File: src/rtl/vga_pkg.sv
// Shared VGA pipeline definitions: timing widths, pixel colour width and the
// menu selection state reused by the top-level game FSM.
package vga_pkg;

  localparam int HV_W  = 11;
  localparam int RGB_B = 12;

  typedef enum logic {
    BROWSE    = 1'b0,
    CONFIRMED = 1'b1
  } menu_state_t;

endpackage

File: src/rtl/vga_if.sv
// VGA timing bundle passed between pipeline stages.
interface vga_if;
  import vga_pkg::*;

  logic [HV_W-1:0] hcount;
  logic [HV_W-1:0] vcount;
  logic            hsync;
  logic            vsync;
  logic            hblnk;
  logic            vblnk;

  modport in  (input  hcount, vcount, hsync, vsync, hblnk, vblnk);
  modport out (output hcount, vcount, hsync, vsync, hblnk, vblnk);

endinterface

File: src/rtl/menu_cursor_ctl.sv
// Menu selection FSM: cursor index with wrap-around, confirm/unlock handling
// and the frame-tick driven blink phase of the cursor frame.
module menu_cursor_ctl
  import vga_pkg::*;
#(
  parameter int N_ITEMS      = 3,
  parameter int BLINK_FRAMES = 30
) (
  input  logic       clk,
  input  logic       rst,
  input  logic       key_up,
  input  logic       key_down,
  input  logic       key_enter,
  input  logic       unlock,
  input  logic       frame_tick,
  output logic [2:0] sel_idx,
  output logic       blink_on,
  output logic       confirmed,
  output logic       sel_valid
);

  localparam int              CNT_W    = (BLINK_FRAMES > 1) ? $clog2(BLINK_FRAMES) : 1;
  localparam logic [CNT_W-1:0] CNT_LAST = CNT_W'(BLINK_FRAMES - 1);
  localparam logic [2:0]       IDX_LAST = 3'(N_ITEMS - 1);

  menu_state_t      r_state;
  menu_state_t      w_state_nxt;
  logic [2:0]       r_idx;
  logic [2:0]       w_idx_nxt;
  logic             r_blink;
  logic             w_blink_nxt;
  logic [CNT_W-1:0] r_cnt;
  logic [CNT_W-1:0] w_cnt_nxt;
  logic             r_valid;
  logic             w_valid_nxt;
  logic             w_move;
  logic             w_up;
  logic             w_down;

  // Opposing keys in the same cycle cancel each other out.
  assign w_up   = key_up & ~key_down;
  assign w_down = key_down & ~key_up;

  always_ff @(posedge clk or posedge rst) begin
    if (rst) begin
      r_state <= BROWSE;
      r_idx   <= 3'd0;
      r_blink <= 1'b1;
      r_cnt   <= '0;
      r_valid <= 1'b0;
    end else begin
      r_state <= w_state_nxt;
      r_idx   <= w_idx_nxt;
      r_blink <= w_blink_nxt;
      r_cnt   <= w_cnt_nxt;
      r_valid <= w_valid_nxt;
    end
  end

  always_comb begin
    w_state_nxt = r_state;
    w_idx_nxt   = r_idx;
    w_valid_nxt = 1'b0;
    w_move      = 1'b0;
    w_blink_nxt = r_blink;
    w_cnt_nxt   = r_cnt;

    case (r_state)
      BROWSE: begin
        if (key_enter) begin
          w_state_nxt = CONFIRMED;
          w_valid_nxt = 1'b1;
        end else if (w_up) begin
          w_move    = 1'b1;
          w_idx_nxt = (r_idx == 3'd0) ? IDX_LAST : r_idx - 3'd1;
        end else if (w_down) begin
          w_move    = 1'b1;
          w_idx_nxt = (r_idx == IDX_LAST) ? 3'd0 : r_idx + 3'd1;
        end
      end
      CONFIRMED: begin
        if (unlock) begin
          w_state_nxt = BROWSE;
        end
      end
    endcase

    // A move restarts the visible phase and takes priority over a frame tick.
    if (w_move) begin
      w_blink_nxt = 1'b1;
      w_cnt_nxt   = '0;
    end else if (frame_tick) begin
      if (r_cnt == CNT_LAST) begin
        w_cnt_nxt   = '0;
        w_blink_nxt = ~r_blink;
      end else begin
        w_cnt_nxt = r_cnt + CNT_W'(1);
      end
    end
  end

  assign sel_idx   = r_idx;
  assign blink_on  = r_blink;
  assign confirmed = (r_state == CONFIRMED);
  assign sel_valid = r_valid;

endmodule

File: src/rtl/menu_cursor.sv
// VGA stage drawing a blinking frame around the highlighted menu entry and
// owning the menu selection state; pixel path latency is one clock.
module menu_cursor
  import vga_pkg::*;
#(
  parameter int              X            = 2,
  parameter int              Y            = 2,
  parameter int              ITEM_W       = 128,
  parameter int              ITEM_H       = 16,
  parameter int              ITEM_PITCH   = 32,
  parameter int              N_ITEMS      = 3,
  parameter int              BORDER       = 2,
  parameter logic [RGB_B-1:0] FRAME_COLOR  = 12'hF00,
  parameter int              BLINK_FRAMES = 30
) (
  input  logic             clk,
  input  logic             rst,
  vga_if.in                vga_in,
  input  logic [RGB_B-1:0] rgb_i,
  input  logic             key_up,
  input  logic             key_down,
  input  logic             key_enter,
  input  logic             unlock,
  vga_if.out               vga_out,
  output logic [RGB_B-1:0] rgb_o,
  output logic [2:0]       sel_idx,
  output logic             sel_valid,
  output logic             confirmed
);

  // The frame sits outside the text box, so the origin must leave room for it.
  if (X < BORDER || Y < BORDER) begin : g_bad_origin
    $error("menu_cursor: X and Y must be >= BORDER");
  end
  if (N_ITEMS < 2 || N_ITEMS > 8) begin : g_bad_items
    $error("menu_cursor: N_ITEMS must be in 2..8");
  end

  localparam logic [HV_W-1:0] X_OUT_LO = HV_W'(X - BORDER);
  localparam logic [HV_W-1:0] X_OUT_HI = HV_W'(X + ITEM_W + BORDER - 1);
  localparam logic [HV_W-1:0] X_IN_LO  = HV_W'(X);
  localparam logic [HV_W-1:0] X_IN_HI  = HV_W'(X + ITEM_W - 1);

  logic [HV_W-1:0]  r_hcount;
  logic [HV_W-1:0]  r_vcount;
  logic             r_hsync;
  logic             r_vsync;
  logic             r_hblnk;
  logic             r_vblnk;
  logic [RGB_B-1:0] r_rgb;

  logic [HV_W-1:0]  w_ytop;
  logic [HV_W-1:0]  w_y_out_lo;
  logic [HV_W-1:0]  w_y_out_hi;
  logic [HV_W-1:0]  w_y_in_hi;
  logic             w_in_outer;
  logic             w_in_inner;
  logic             w_overlay;
  logic             w_frame_tick;
  logic [2:0]       w_sel_idx;
  logic             w_blink_on;
  logic             w_confirmed;
  logic             w_sel_valid;

  assign w_frame_tick = vga_in.vblnk & ~r_vblnk;

  menu_cursor_ctl #(
    .N_ITEMS      (N_ITEMS),
    .BLINK_FRAMES (BLINK_FRAMES)
  ) u_ctl (
    .clk        (clk),
    .rst        (rst),
    .key_up     (key_up),
    .key_down   (key_down),
    .key_enter  (key_enter),
    .unlock     (unlock),
    .frame_tick (w_frame_tick),
    .sel_idx    (w_sel_idx),
    .blink_on   (w_blink_on),
    .confirmed  (w_confirmed),
    .sel_valid  (w_sel_valid)
  );

  // Top edge of each item is a constant per index, so this is a small LUT.
  always_comb begin
    w_ytop = HV_W'(Y);
    for (int k = 0; k < N_ITEMS; k++) begin
      if (w_sel_idx == 3'(k)) begin
        w_ytop = HV_W'(Y + k * ITEM_PITCH);
      end
    end
  end

  assign w_y_out_lo = w_ytop - HV_W'(BORDER);
  assign w_y_out_hi = w_ytop + HV_W'(ITEM_H + BORDER - 1);
  assign w_y_in_hi  = w_ytop + HV_W'(ITEM_H - 1);

  assign w_in_outer = (vga_in.hcount >= X_OUT_LO) && (vga_in.hcount <= X_OUT_HI) &&
                      (vga_in.vcount >= w_y_out_lo) && (vga_in.vcount <= w_y_out_hi);
  assign w_in_inner = (vga_in.hcount >= X_IN_LO) && (vga_in.hcount <= X_IN_HI) &&
                      (vga_in.vcount >= w_ytop) && (vga_in.vcount <= w_y_in_hi);
  assign w_overlay  = w_in_outer && !w_in_inner && (w_blink_on || w_confirmed) &&
                      !vga_in.hblnk && !vga_in.vblnk;

  always_ff @(posedge clk or posedge rst) begin
    if (rst) begin
      r_hcount <= '0;
      r_vcount <= '0;
      r_hsync  <= 1'b0;
      r_vsync  <= 1'b0;
      r_hblnk  <= 1'b0;
      r_vblnk  <= 1'b0;
      r_rgb    <= '0;
    end else begin
      r_hcount <= vga_in.hcount;
      r_vcount <= vga_in.vcount;
      r_hsync  <= vga_in.hsync;
      r_vsync  <= vga_in.vsync;
      r_hblnk  <= vga_in.hblnk;
      r_vblnk  <= vga_in.vblnk;
      r_rgb    <= w_overlay ? FRAME_COLOR : rgb_i;
    end
  end

  assign vga_out.hcount = r_hcount;
  assign vga_out.vcount = r_vcount;
  assign vga_out.hsync  = r_hsync;
  assign vga_out.vsync  = r_vsync;
  assign vga_out.hblnk  = r_hblnk;
  assign vga_out.vblnk  = r_vblnk;
  assign rgb_o          = r_rgb;
  assign sel_idx        = w_sel_idx;
  assign sel_valid      = w_sel_valid;
  assign confirmed      = w_confirmed;

endmodule

File: src/flat_wrapper.sv
// flat-port wrapper written by rule: the top's interface ports become plain ports
module menu_cursor_flat import vga_pkg::*;
#(
  parameter int              X            = 2,
  parameter int              Y            = 2,
  parameter int              ITEM_W       = 128,
  parameter int              ITEM_H       = 16,
  parameter int              ITEM_PITCH   = 32,
  parameter int              N_ITEMS      = 3,
  parameter int              BORDER       = 2,
  parameter logic [RGB_B-1:0] FRAME_COLOR  = 12'hF00,
  parameter int              BLINK_FRAMES = 30
)
  (clk, rst, rgb_i, key_up, key_down, key_enter, unlock, rgb_o, sel_idx, sel_valid, confirmed, vga_in_hcount, vga_in_vcount, vga_in_hsync, vga_in_vsync, vga_in_hblnk, vga_in_vblnk, vga_out_hcount, vga_out_vcount, vga_out_hsync, vga_out_vsync, vga_out_hblnk, vga_out_vblnk);
  vga_if vga_in_i ();
  vga_if vga_out_i ();
  input  logic clk;
  input  logic rst;
  input  logic [RGB_B-1:0] rgb_i;
  input  logic key_up;
  input  logic key_down;
  input  logic key_enter;
  input  logic unlock;
  output logic [RGB_B-1:0] rgb_o;
  output logic [2:0] sel_idx;
  output logic sel_valid;
  output logic confirmed;
  input wire logic [$bits(vga_in_i.hcount)-1:0] vga_in_hcount;
  input wire logic [$bits(vga_in_i.vcount)-1:0] vga_in_vcount;
  input wire logic [$bits(vga_in_i.hsync)-1:0] vga_in_hsync;
  input wire logic [$bits(vga_in_i.vsync)-1:0] vga_in_vsync;
  input wire logic [$bits(vga_in_i.hblnk)-1:0] vga_in_hblnk;
  input wire logic [$bits(vga_in_i.vblnk)-1:0] vga_in_vblnk;
  output wire logic [$bits(vga_out_i.hcount)-1:0] vga_out_hcount;
  output wire logic [$bits(vga_out_i.vcount)-1:0] vga_out_vcount;
  output wire logic [$bits(vga_out_i.hsync)-1:0] vga_out_hsync;
  output wire logic [$bits(vga_out_i.vsync)-1:0] vga_out_vsync;
  output wire logic [$bits(vga_out_i.hblnk)-1:0] vga_out_hblnk;
  output wire logic [$bits(vga_out_i.vblnk)-1:0] vga_out_vblnk;
  assign vga_in_i.hcount = vga_in_hcount;
  assign vga_in_i.vcount = vga_in_vcount;
  assign vga_in_i.hsync = vga_in_hsync;
  assign vga_in_i.vsync = vga_in_vsync;
  assign vga_in_i.hblnk = vga_in_hblnk;
  assign vga_in_i.vblnk = vga_in_vblnk;
  assign vga_out_hcount = vga_out_i.hcount;
  assign vga_out_vcount = vga_out_i.vcount;
  assign vga_out_hsync = vga_out_i.hsync;
  assign vga_out_vsync = vga_out_i.vsync;
  assign vga_out_hblnk = vga_out_i.hblnk;
  assign vga_out_vblnk = vga_out_i.vblnk;
  menu_cursor #(.X(X), .Y(Y), .ITEM_W(ITEM_W), .ITEM_H(ITEM_H), .ITEM_PITCH(ITEM_PITCH), .N_ITEMS(N_ITEMS), .BORDER(BORDER), .FRAME_COLOR(FRAME_COLOR), .BLINK_FRAMES(BLINK_FRAMES)) u_core (.clk(clk), .rst(rst), .vga_in(vga_in_i), .rgb_i(rgb_i), .key_up(key_up), .key_down(key_down), .key_enter(key_enter), .unlock(unlock), .vga_out(vga_out_i), .rgb_o(rgb_o), .sel_idx(sel_idx), .sel_valid(sel_valid), .confirmed(confirmed));
endmodule
File: config.mk
export PLATFORM = sky130hd
export DESIGN_NAME = menu_cursor_flat
export DESIGN_NICKNAME = d
export VERILOG_FILES = /design/src/rtl/vga_pkg.sv /design/src/rtl/vga_if.sv /design/src/rtl/menu_cursor_ctl.sv /design/src/rtl/menu_cursor.sv /design/src/flat_wrapper.sv
export SDC_FILE = /design/constraint.sdc
export NUM_CORES = 1
export LEC_CHECK = 0
export BUFFER_PORTS_ARGS = -buffer_cell sky130_fd_sc_hd__buf_4
export CORE_MARGIN = 4
export CORE_UTILIZATION = 45
export DETAILED_ROUTE_END_ITERATION = 8
export PLACE_DENSITY = 0.76
export SLEW_MARGIN = 20
export SYNTH_ARGS = -nofsm -noshare
export SYNTH_HDL_FRONTEND = slang
export SYNTH_HIERARCHICAL = 1
export SYNTH_SLANG_ARGS = --single-unit
File: constraint.sdc
create_clock -name clk -period 4.9 [get_ports clk]
set_input_delay 0.98 -clock clk [delete_from_list [all_inputs] [get_ports clk]]
set_output_delay 0.98 -clock clk [all_outputs]
set_load 0.01 [all_outputs]
==> results.md <==
* Total Wirelength at approximately 4.3 mm
* Fin crit share at around 59%
* Mean Syn Cell Area at between 10 and 15 µm²
* Hold Fails Final Rpt at 0
* Max-slew violation count at 0
* Overall Global Routing Usage at 15.47%
* Post-CTS Setup Repair Bufs at 0
* Die width at 74.87 µm
* Worst skew pair latency at slightly below 0.3 ns
* Netlist cell types at 38
* Syn_nets at between 200 and 250
* Core area at 4354 µm²
* Initial core utilization at a little under half
* Pin count of the biggest net entering global routing at 39
* Boundary Pins at 87
* Cell leakage power at 1.380 nW
* Xor/xnor share of the synthesized area at less than 1%
* Initial antenna violation count at 0
* Area Growth Syn to Fin at 40.61%
* Placement Cell Area at 2709 µm²
* Final #Nets at 301
* WL per Instance at ~14 µm
* Clock Skew at about 0.0054 ns
* Run status: completed
* Pwr/cell area at between 300 and 400 nW/µm²
* Final worst slack at 2.001 ns
* Actual slew at the worst max-slew pin at about 0.67 ns
* Total grt overflow at 0
* RSZ-0062 raised after global routing: no
* Die Area at ~5600 µm²
* Final Non-Filler Cells at ~300
* Post-synthesis mux area share at around 2.1%
* Fmax at 345.0 MHz
* ANT nets after route at 0
* Post-synthesis adder-cell area fraction at just under 7%
* # diodes at 0
* Hpwl dp at around 3.3 mm
* Place WS at 1.678 ns
* Synth warn at 6
* Number of max-cap violations at 0
* Iter 0 DRT Violations at 51
* Minimum hold slack at between 0.5 and 0.6 ns
* Hold Buf Count CTS at 0
* Post_cts resized at 0
* Number of remaining DRC errors at 0
* WP data required at between 5 and 6 ns
* Min Clock Period, post-route at 2.899 ns
* CP Data Arrival Time at 3.05 ns
* Via count of the first global-routing pass at around 1400
* Rows at 24
* Reg2reg start: u_core/u_ctl/sel_idx[1]$_DFFE_PP0P_
* Crit path capture type: register
* Peak supply drop at roughly 0.18 mV
* CTS Buffer Depth at 2
* CTS H-Tree Depth at 2
* Startpoint types: input port
* Drt first pass iters at 4
* Critical path origin: vga_in_vcount[7]
* Non-Filler Cell Area, Final at between 2000 and 3000 µm²
* Die Ht at roughly 75 µm
* FF+latch count, synth at 49
* Hold path start: u_core/u_ctl/blink_on$_DFFE_PP1P_
* Synth Area in Simple Gates at 16.17%
* Final Core Density at approximately two thirds
* Slew HR at between 50% and 60%
* Syn Std Cell Area at 2012 µm²
* CTS root buf: clkbuf_8
* Seq/Total Area, Yosys at between 60% and 70%
* Number of CTS-inserted buffers at 5
* Number of port buffers at 86
* Gpl congestion at ~0.83
* Synth Area in Compound Gates at a little over 10%
* Total chip power at around 1.0 mW
* Vias at approximately 1500
* Num Clock Sinks at 49
* First-pass GRT wire length at about 6.7 mm
* Final setup viols at 0
* Placed insts at about 290
* CTS tree: built
* HP Class: register to register
* Worst-path clk slew at ~0.080 ns
* Share of layout cells above drive strength 1 at a little over two fifths
* Critical Setup Path Class: input port to register
* Maximum fanout along the worst path at 12
* Setup TNS at 0 ns
* Fillers at approximately 360
* Number of vias per cell at about 5.1
* Syn Inst Count at ~160
* Largest family of logic cells by synthesized area: simple AND/OR/NAND/NOR gates
final timing paths:
check,cells past startpoint,slack [ns],to
setup / recovery,6,2.00,u_core/rgb_o[5]$_DFF_PP0_
min in group asynchronous,2,0.68,u_core/u_ctl/r_cnt[2]$_DFFE_PP0P_
hold / removal,2,0.52,u_core/u_ctl/blink_on$_DFFE_PP1P_
setup reg to reg,7,2.18,u_core/rgb_o[5]$_DFF_PP0_
max in group asynchronous,3,3.77,u_core/vga_out.vcount[6]$_DFF_PP0_
hold reg to reg,2,0.52,u_core/u_ctl/blink_on$_DFFE_PP1P_
routing by layer:
layer	up-vias	GRT usage (%)	part of all wire [%]
met3	5	6.008	13
met1	718	18.74	38
met2	70	25.24	48
met4	0	5.336	1.1
li1	718	-	-
met5	-	0	0
placed cells by master, fill, tap and decap left out, drive strengths merged:
cell | Yosys | final
buf | 3 | 87
dfrtp | 48 | 48
inv | 11 | 11
ha | 11 | 11
nor2b | 10 | 10
nor2 | 7 | 7
a21oi | 7 | 7
o21ai | 7 | 7
clkbuf | 0 | 6
nand2 | 6 | 6
or2 | 4 | 4
nor3 | 4 | 4
or4 | 4 | 4
mux2i | 3 | 3
nand3 | 3 | 3
nand3b | 3 | 3
a2111oi | 2 | 2
nand2b | 2 | 2
o211ai | 2 | 2
a311oi | 2 | 2
a41oi | 2 | 2
or3 | 2 | 2
nand4 | 2 | 2
clkinvlp | 0 | 1
bufinv | 0 | 1
or3b | 1 | 1
xnor2 | 1 | 1
o21bai | 1 | 1
and2 | 1 | 1
o211a | 1 | 1
nor4 | 1 | 1
a32oi | 1 | 1
o31ai | 1 | 1
mux2 | 1 | 1
dfstp | 1 | 1
power breakdown:
part,internal (mW),total (mW),switching [mW]
Sequential,0.441,0.483,0.0414
Clock,0.166,0.292,0.127
Combinational,0.127,0.254,0.127
Total,0.734,1.03,0.295
layout make-up:
cell class                      instances  area, µm²  area share (%)
Sequential cell                        49       1227           43.39
Multi-Input combinational cell         92      721.9           25.52
Timing Repair Buffer                   87      653.1           23.09
Clock buffer                            6      82.58           2.919
Tap cell                               52      65.06           2.300
Inverter                               11      41.29           1.460
Clock inverter                          2      37.54           1.327
synth_stat cells (all sizes together):
| cell type | n | area [µm²] |
|---|---|---|
| or3 | 2 | 17.52 |
| xnor2 | 1 | 8.760 |
| buf | 3 | 21.27 |
| dfstp | 1 | 26.28 |
| nor2 | 7 | 26.28 |
| inv | 11 | 41.29 |
| mux2 | 1 | 11.26 |
| ha | 11 | 137.6 |
| mux2i | 3 | 30.03 |
| o31ai | 1 | 7.510 |
| a41oi | 2 | 17.52 |
| or4 | 4 | 37.53 |
| nand3b | 3 | 35.03 |
| o21ai | 7 | 35.03 |
| nand3 | 3 | 15.01 |
| nor3 | 4 | 31.28 |
| a21oi | 7 | 35.03 |
| o21bai | 1 | 7.510 |
| a311oi | 2 | 17.52 |
| o211ai | 2 | 15.01 |
| o211a | 1 | 10.01 |
| and2 | 1 | 6.260 |
| dfrtp | 48 | 1201 |
| a32oi | 1 | 8.760 |
| or2 | 4 | 25.02 |
| nand2b | 2 | 12.51 |
| or3b | 1 | 8.760 |
| nand2 | 6 | 22.52 |
| nor2b | 10 | 62.56 |
| nand4 | 2 | 18.77 |
| a2111oi | 2 | 55.05 |
| nor4 | 1 | 6.260 |
registers in the layout, indices dropped and copies added (netlist names):
register                flops
u_core/rgb_o               12
u_core/vga_out.hcount      11
u_core/vga_out.vcount      11
u_core/u_ctl/r_cnt          5
u_core/u_ctl/sel_idx        3
u_core/u_ctl/blink_on       1
u_core/u_ctl/confirmed      1
u_core/u_ctl/sel_valid      1
u_core/vga_out.hblnk        1
u_core/vga_out.hsync        1
u_core/vga_out.vblnk        1
u_core/vga_out.vsync        1
critical path, cell delays in order:
cell and delay, ns:
buf_4 0.11, or4_4 0.53, or4_4 0.45, nand3b_4 0.18
a2111oi_4 0.67, nor2b_1 0.12
cell families (layout without fill, tap and decap cells):
family,Yosys count,after routing
AO/OA/AOI/OAI,26,26
XOR/XNOR,1,1
adder cells (fa/ha/maj),11,11
buffers and inverters,14,106
flip-flops,49,49
multiplexers,4,4
AND/OR/NAND/NOR,50,50
No activity file was read; power rests on OpenSTA's default activity.
